==> src/rtl/ref_win_loader.sv <==
// ref_win_loader: streams one 8-group x 96-row search window from external memory into the reference RAM.
// Optional REF_LOADER_STALL_CNT_EN adds o_stall_cnt (write-side backpressure cycles during LOAD).
module ref_win_loader #(
    parameter int DATA_W  = 256,
    parameter int CREDITS = 8
) (
    input  logic              clk,
    input  logic              rst,
    input  logic              i_start,
    input  logic [23:0]       i_base_addr,
    input  logic [23:0]       i_line_stride,
    output logic              o_busy,
    output logic              o_done,
    output logic              o_rd_req,
    output logic [23:0]       o_rd_addr,
    input  logic              i_rd_gnt,
    input  logic              i_rd_vld,
    input  logic [DATA_W-1:0] i_rd_data,
    output logic              o_wr_vld,
    output logic [DATA_W-1:0] o_wr_data,
    output logic [2:0]        o_wr_group,
    output logic [6:0]        o_wr_row,
    input  logic              i_wr_rdy
`ifdef REF_LOADER_STALL_CNT_EN
    ,output logic [15:0]      o_stall_cnt
`endif
);
    localparam int CW = $clog2(CREDITS + 1);
    localparam int AW = CREDITS > 1 ? $clog2(CREDITS) : 1;
    typedef enum logic [1:0] {S_IDLE, S_LOAD, S_DONE} state_t;
    state_t            r_state, w_next;
    logic [23:0]       r_base, r_stride, r_row_off;
    logic [9:0]        r_iss_cnt, r_wr_cnt;
    logic [6:0]        r_iss_row, r_wr_row;
    logic [2:0]        r_iss_grp, r_wr_grp;
    logic [CW-1:0]     r_outst, r_fcnt;
    logic [AW-1:0]     r_wp, r_rp;
    logic [DATA_W-1:0] r_mem [CREDITS];
    logic              w_take, w_rd_req, w_iss, w_push, w_wr_vld, w_pop, w_last;
    assign w_take   = (r_state == S_IDLE) && i_start;
    // Outstanding reads plus buffered words never exceed the FIFO depth, so a return always has a slot.
    assign w_rd_req = (r_state == S_LOAD) && (r_iss_cnt < 10'd768) &&
                      (({1'b0, r_outst} + {1'b0, r_fcnt}) < (CW + 1)'(CREDITS));
    assign w_iss    = w_rd_req && i_rd_gnt;
    assign w_push   = i_rd_vld && (r_outst != '0);
    assign w_wr_vld = r_fcnt != '0;
    assign w_pop    = w_wr_vld && i_wr_rdy;
    assign w_last   = w_pop && (r_wr_cnt == 10'd767);
    always_ff @(posedge clk) begin
        if (rst)
            r_state <= S_IDLE;
        else
            r_state <= w_next;
    end
    always_comb begin
        w_next = r_state;
        case (r_state)
            S_IDLE:  w_next = i_start ? S_LOAD : S_IDLE;
            S_LOAD:  w_next = w_last ? S_DONE : S_LOAD;
            default: w_next = S_IDLE;
        endcase
    end
    always_ff @(posedge clk) begin
        if (rst) begin
            r_base    <= '0;
            r_stride  <= '0;
            r_row_off <= '0;
            r_iss_cnt <= '0;
            r_iss_row <= '0;
            r_iss_grp <= '0;
            r_wr_cnt  <= '0;
            r_wr_row  <= '0;
            r_wr_grp  <= '0;
            r_outst   <= '0;
            r_fcnt    <= '0;
            r_wp      <= '0;
            r_rp      <= '0;
        end else begin
            if (w_take) begin
                r_base    <= i_base_addr;
                r_stride  <= i_line_stride;
                r_row_off <= '0;
                r_iss_cnt <= '0;
                r_iss_row <= '0;
                r_iss_grp <= '0;
                r_wr_cnt  <= '0;
                r_wr_row  <= '0;
                r_wr_grp  <= '0;
            end
            // Row offset is accumulated instead of multiplied; it restarts at each new group.
            if (w_iss) begin
                r_iss_cnt <= r_iss_cnt + 10'd1;
                r_iss_row <= (r_iss_row == 7'd95) ? 7'd0 : r_iss_row + 7'd1;
                r_row_off <= (r_iss_row == 7'd95) ? 24'd0 : r_row_off + r_stride;
                r_iss_grp <= (r_iss_row == 7'd95) ? r_iss_grp + 3'd1 : r_iss_grp;
            end
            if (w_push)
                r_wp <= (r_wp == AW'(CREDITS - 1)) ? '0 : r_wp + 1'b1;
            if (w_pop) begin
                r_rp     <= (r_rp == AW'(CREDITS - 1)) ? '0 : r_rp + 1'b1;
                r_wr_cnt <= r_wr_cnt + 10'd1;
                r_wr_row <= (r_wr_row == 7'd95) ? 7'd0 : r_wr_row + 7'd1;
                r_wr_grp <= (r_wr_row == 7'd95) ? r_wr_grp + 3'd1 : r_wr_grp;
            end
            r_outst <= r_outst + CW'(w_iss) - CW'(w_push);
            r_fcnt  <= r_fcnt + CW'(w_push) - CW'(w_pop);
        end
    end
    always_ff @(posedge clk) begin
        if (w_push)
            r_mem[r_wp] <= i_rd_data;
    end
    assign o_busy     = r_state != S_IDLE;
    assign o_done     = r_state == S_DONE;
    assign o_rd_req   = w_rd_req;
    assign o_rd_addr  = r_base + r_row_off + 24'(r_iss_grp);
    assign o_wr_vld   = w_wr_vld;
    assign o_wr_data  = w_wr_vld ? r_mem[r_rp] : '0;
    assign o_wr_group = r_wr_grp;
    assign o_wr_row   = r_wr_row;
`ifdef REF_LOADER_STALL_CNT_EN
    logic [15:0] r_stall;
    always_ff @(posedge clk) begin
        if (rst || w_take)
            r_stall <= '0;
        else if ((r_state == S_LOAD) && w_wr_vld && !i_wr_rdy && (r_stall != 16'hFFFF))
            r_stall <= r_stall + 16'd1;
    end
    assign o_stall_cnt = r_stall;
`endif
endmodule
==> config.mk <==
export PLATFORM = sky130hd
export DESIGN_NAME = ref_win_loader
export DESIGN_NICKNAME = d
export VERILOG_FILES = /design/src/rtl/ref_win_loader.sv
export SDC_FILE = /design/constraint.sdc
export NUM_CORES = 2
export LEC_CHECK = 0
export CAP_MARGIN = 20
export CORE_UTILIZATION = 38
export DETAILED_ROUTE_END_ITERATION = 16
export GPL_TIMING_DRIVEN = 0
export MAX_ROUTING_LAYER = met4
export PLACE_DENSITY = 0.69
export REMOVE_ABC_BUFFERS = 1
export SETUP_SLACK_MARGIN = 0.02
export SYNTH_ARGS = -nofsm -noshare
export SYNTH_HDL_FRONTEND = slang
export SYNTH_SLANG_ARGS = --single-unit
==> constraint.sdc <==
create_clock -name clk -period 33.7 [get_ports clk]
set_clock_uncertainty 0.2 [all_clocks]
set_input_delay 10.11 -clock clk [delete_from_list [all_inputs] [get_ports clk]]
set_output_delay 10.11 -clock clk [all_outputs]
set_load 0.01 [all_outputs]
# Word level (Yosys, flattened, before mapping)
# Memories as Yosys holds them, arrays and structs flattened. A register that Yosys moved wholly into a read port is not among the register bits.
# Cells that the tools add are included.
[classes]
addsub = 16
order_cmp = 2
muxes = 26
n_eq_ne = 9
n_reduce_logical = 15
[ops]
columns = ["cell", "count"]
rows = [
  ["$mux W256", 1],
  ["$mux W24", 3],
  ["$add A24 B24 Y24", 2],
  ["$mux W7", 5],
  ["$mux W10", 3],
  ["$mux W3", 9],
  ["$add A24 B3 Y24", 1],
  ["$add A10 B1 Y10 const B", 2],
  ["$add A7 B1 Y7 const B", 2],
  ["$eq A7 B7 Y1 const B", 2],
  ["$add A3 B1 Y3 const B", 4],
  ["$eq A10 B10 Y1 const B", 1],
  ["$lt A10 B10 Y1 const B", 1],
  ["$add A4 B1 Y4", 2],
  ["$reduce_bool A4 Y1", 2],
  ["$sub A4 B1 Y4", 2],
  ["$logic_and A1 B1 Y1", 7],
  ["$eq A3 B3 Y1 const B", 2],
  ["$reduce_bool A2 Y1", 3],
  ["$add A4 B4 Y5", 1],
  ["$lt A5 B4 Y1 const B", 1],
  ["$ne A2 B1 Y1 const B", 2],
  ["$pmux W2 S2", 1],
  ["$reduce_and A2 Y1", 2],
  ["5 further kinds", 7],
]
[word_totals]
out_inout_bits = 294
regBits = 128
elab_cells = 83
ram_bits = 2048
memories = 1
input_bits = 310
[memory_table]
columns = ["memory", "words", "width", "read_ports", "rd_clocked_by_memory_dff", "wr", "line_no", "text"]
rows = [
  ["r_mem", 8, 256, 1, 1, 1, "38", "logic [DATA_W-1:0] r_mem [CREDITS];"],
]

# Logic depth before layout (Yosys ltp)
[depth]
depth_word = 6
mapped_depth = 15
ltp_nobuf = 14

# Least setup slack after synthesis
# OpenSTA, ideal clock, no wires.
[synth_timing]
kind = "input port to flip-flop"
start = "in i_rd_vld"
end = "mem r_mem[0][0] (enable)"
slack_ns = -2.392
t_arrival_ns = 34.394
setup_time_ns = 1.498
stages = 3
required_ns = 32.002
path_cell_list = "nand2_1 clkbuf_1 nor4_1"
[synth_between]
elab_chain_len = 3
[synth_lines]
columns = ["element", "line_no", "text"]
rows = [
  ["start, declared", "17", "input logic i_rd_vld,"],
  ["$logic_and A1 B1 Y1", "45", "assign w_push = i_rd_vld && (r_outst != '0);"],
  ["$mux W1", "110", "if (w_push)"],
  ["$mux W1 (implied by the code)", "111", "r_mem[r_wp] <= i_rd_data;"],
  ["end, declared", "38", ""],
]
# Every way passes these cells.

# Worst setup path in the final report
[layout_timing]
start = "reg r_row_off[0]"
end = "out o_rd_addr[23]"
[layout_between]
elab_chain_len = 2
[layout_lines]
columns = ["element", "line_no", "text"]
rows = [
  ["start, declared", "32", "logic [23:0] r_base, r_stride, r_row_off;"],
  ["start signal, assigned", "94", "r_row_off <= (r_iss_row == 7'd95) ? 24'd0 : r_row_off + r_stride;"],
  ["$add A24 B24 Y24", "116", "assign o_rd_addr = r_base + r_row_off + 24'(r_iss_grp);"],
  ["$add A24 B3 Y24", "116", ""],
  ["end, declared", "15", "output logic [23:0] o_rd_addr,"],
]
# Every way passes these cells.

==> metrics.cfg <==
[power]
power_leakage_nw = 33.48
combPwrFrac_pct = 25.2
ir_worst_vdd_uv = 68.39
power.density_nw_per_um2 = 71.92
pwr-share-clk_pct = 32.6
seq_power_share_pct = 42.2
switchingPower_mw = 2.079
p_int_mw = 5.504
sw_frac_of_total_pct = 27.42

[worst_setup_path]
reg2regPathDepth = 13
r2r-end = r_mem[6][163]$_DFFE_PP_
crit_path_max_fanout = 3
crit_type = flip-flop to output pin
required_ns = 23.39
cp.arrival_ns = 4.96
r2r_start = r_outst[2]$_SDFF_PP0_
critPathLaunch = r_row_off[0]$_SDFFE_PP0P_
critPathLaunchType = flip-flop
r2r_slack_ns = 29.65
cp-end-kind = output pin

[global_routing]
grt_usage_pct = 18.05
grt_overflow_total = 0
grt_pass1_vias = 44170
grt_max_degree = 77
grt_pass1_wl_um = 292900
antenna_found_initial = 37

[clock_network]
clk_pin_slew_worst_paths_ns = 0.06
htreeDepth = 4
root_buffer = clkbuf_16
cts_made_buffers = 221
hold_buffers = 0
cts_tree = yes
clock_latency_ns = 0.84
cts_resized = 0
cts.sinks = 2179
cts_setup_buffers = 0
clockBufferDepth = 3

[routing]
drcViolationCount = 0
vias = 43110
via_per_inst = 5.200
drt-initial-drc-count = 3069
wl_per_cell_um = 24.07
drt_first_pass_iters = 7
antenna_left = 0
wirelength_um = 199500

[worst_hold_path]
holdPathEnd = r_base[0]$_SDFFE_PP0P_
worstHoldPathCells = 2
hold_path.class = flip-flop to flip-flop
hold_path_startpoint = r_base[0]$_SDFFE_PP0P_

[synthesis]
dominantRegCellSynth = edfxtp_1
ys_seq_area_share_pct = 75.55
yosysTopAreaCellShare_pct = 72.46
ys_async_sr_fraction_pct = 0
synth_area_um2 = 84880
synth_most_common_cell = edfxtp_1
netlist.top_cell.by_area = edfxtp_1
ys.warnings.count = 0
ys_ff_latch = 2179
synth_edf_count = 2048
syn_inst = 4184
syn_avg_cell_area_um2 = 20.29
yosysUniqueCellTypes = 59
synth_area_leaders = edfxtp_1 72%, mux4_2 14%, dfxtp_1 3.1%, mux2i_1 3.0%, nor2_1 1.5%
ys_top_cells_by_count = 2048 x edfxtp_1, 512 x mux4_2, 338 x nor2_1

[finish]
drive_above_1_share_pct = 21.83
nFillCells = 18220
final_area_um2 = 105400
syn_to_final_growth_pct = 24.22
nets = 5493

[floorplan]
core-area_um2 = 222100
dieArea_um2 = 225300
rows = 173
start_util_pct = 38.22
io_pins = 604
dieHeight_um = 474.6
die_w_um = 474.6

[outcome]
status = complete, no violations

[sta]
finalCritPeriodShare_pct = 45.30
layout_min_cycle_time_ns = 15.27
worst_slew_pin_slew_ns = 0.8926
relSlewSlack_pct = 40.23
fin_tns_setup_ns = 0
setup_viol = 0
hold_violations = 0
hold-worst-slack_ns = 0.2643
rsz0062_at_grt = false
fmax_mhz = 65.50
drv_slew = 0

[flow_run]
maxCapViolCount = 0

[placement]
place_area_um2 = 97930
place_hpwl_um = 132900
gp_congestion = 0.8395
port_buffers = 603

critical path: stages, from the launching register on:
cell             delay [ns]
dfxtp_1                0.38
inv_1                  0.07
fa_1                   0.39
inv_1                  0.07
ha_1                   0.16
inv_1                  0.06
fa_1                   0.45
nor2b_1                0.12
o21ai_1                0.10
a211oi_1               0.41
nor4b_1                0.15
o31ai_1                0.53
a21oi_1                0.18
o31ai_1                0.32
xnor2_1                0.15
clkdlybuf4s50_1        0.55
sequential cells by signal, indices dropped and copies added (netlist names), 7 cells and up, named ones only:
name,count
r_wr_cnt,10
o_wr_row,7
r_row_off,24
r_stride,24
r_mem,2048
r_iss_cnt,10
r_iss_row,7
r_base,24
cell type report:
cell class	instances	area [um^2]	area share, %
multi-input cells	1762	19840	18.82
well taps	2975	3722	3.530
clock inverters	154	1730	1.641
inverters	36	135.1	0.1282
repair buffers	888	10100	9.582
diodes	33	82.58	0.07832
clock buffers	263	5688	5.395
flip-flops and latches	2179	64130	60.83
worst max-delay path by stage:
| stage | endpoint | slack, ns |
|---|---|---|
| 2_1_floorplan | r_mem[0][0]$_DFFE_PP_ | -2.39 |
| 3_3_place_gp | r_mem[0][212]$_DFFE_PP_ | -34.73 |
| 3_5_place_dp | o_wr_data[2] | 19.32 |
| 4_1_cts | o_wr_data[2] | 18.33 |
| 5_1_grt | o_rd_addr[23] | 18.02 |
| 6_report | o_rd_addr[23] | 18.43 |
through the flow:
stage | worst slack, ns | cells | power (mW) | util, %
2_1_floorplan | -2.392 | 3977 | 4.854 | -
4_1_cts | 18.33 | 8256 | 7.679 | 47.44
5_1_grt | 18.02 | 8288 | 7.882 | 47.47
3_3_place_gp | -34.73 | 7555 | 6.271 | 42.24
6_report | 18.43 | 8290 | 7.583 | 47.48
3_5_place_dp | 19.32 | 7839 | 5.193 | 44.10
layout by cell type, fill, tap and decap left out, types with 37 or more instances in the layout:
cell / Yosys / layout
edfxtp_1: 2048 / 2048
clkdlybuf4s50_1: 0 / 602
mux4_2: 512 / 512
nor2_1: 338 / 335
mux2i_1: 258 / 258
clkbuf_16: 0 / 221
nand2_1: 160 / 159
buf_6: 0 / 143
dfxtp_1: 131 / 128
a21oi_1: 109 / 109
ha_1: 88 / 88
buf_4: 0 / 52
clkinv_1: 0 / 49
clkbuf_1: 103 / 42
buf_16: 0 / 42
buf_12: 0 / 37
cells by family (layout without fill, tap and decap cells):
logic type | after synthesis | count (layout) | synth area share (%)
DFF | 2179 | 2179 | 75.55
AOI/OAI and AO/OA | 226 | 226 | 1.619
muxes | 773 | 773 | 16.67
and+or+nand+nor | 616 | 616 | 3.028
xor gates and xnor gates | 52 | 52 | 0.5366
other | 0 | 33 | 0
adders and majority gates | 95 | 95 | 1.462
buffers and inverters | 243 | 1341 | 1.141
power groups by stage:
stage / logic, mW / clock network [mW] / registers, mW
floorplan: 1.37 / 0 / 3.48
global placement: 2.55 / 0 / 3.72
detailed placement: 1.94 / 0 / 3.26
CTS: 1.95 / 2.53 / 3.20
global route: 2.04 / 2.63 / 3.21
finish: 1.91 / 2.47 / 3.20
per-layer routing:
metal | global-route usage (%) | vias to the layer above | routed length, um
li1 | - | 18830 | -
met4 | 4.439 | 0 | 4148
met2 | 28.06 | 1359 | 95260
met3 | 4.903 | 258 | 15560
met5 | - | - | 0
met1 | 23.50 | 22660 | 84540
No activity file was read; power rests on OpenSTA's default activity.
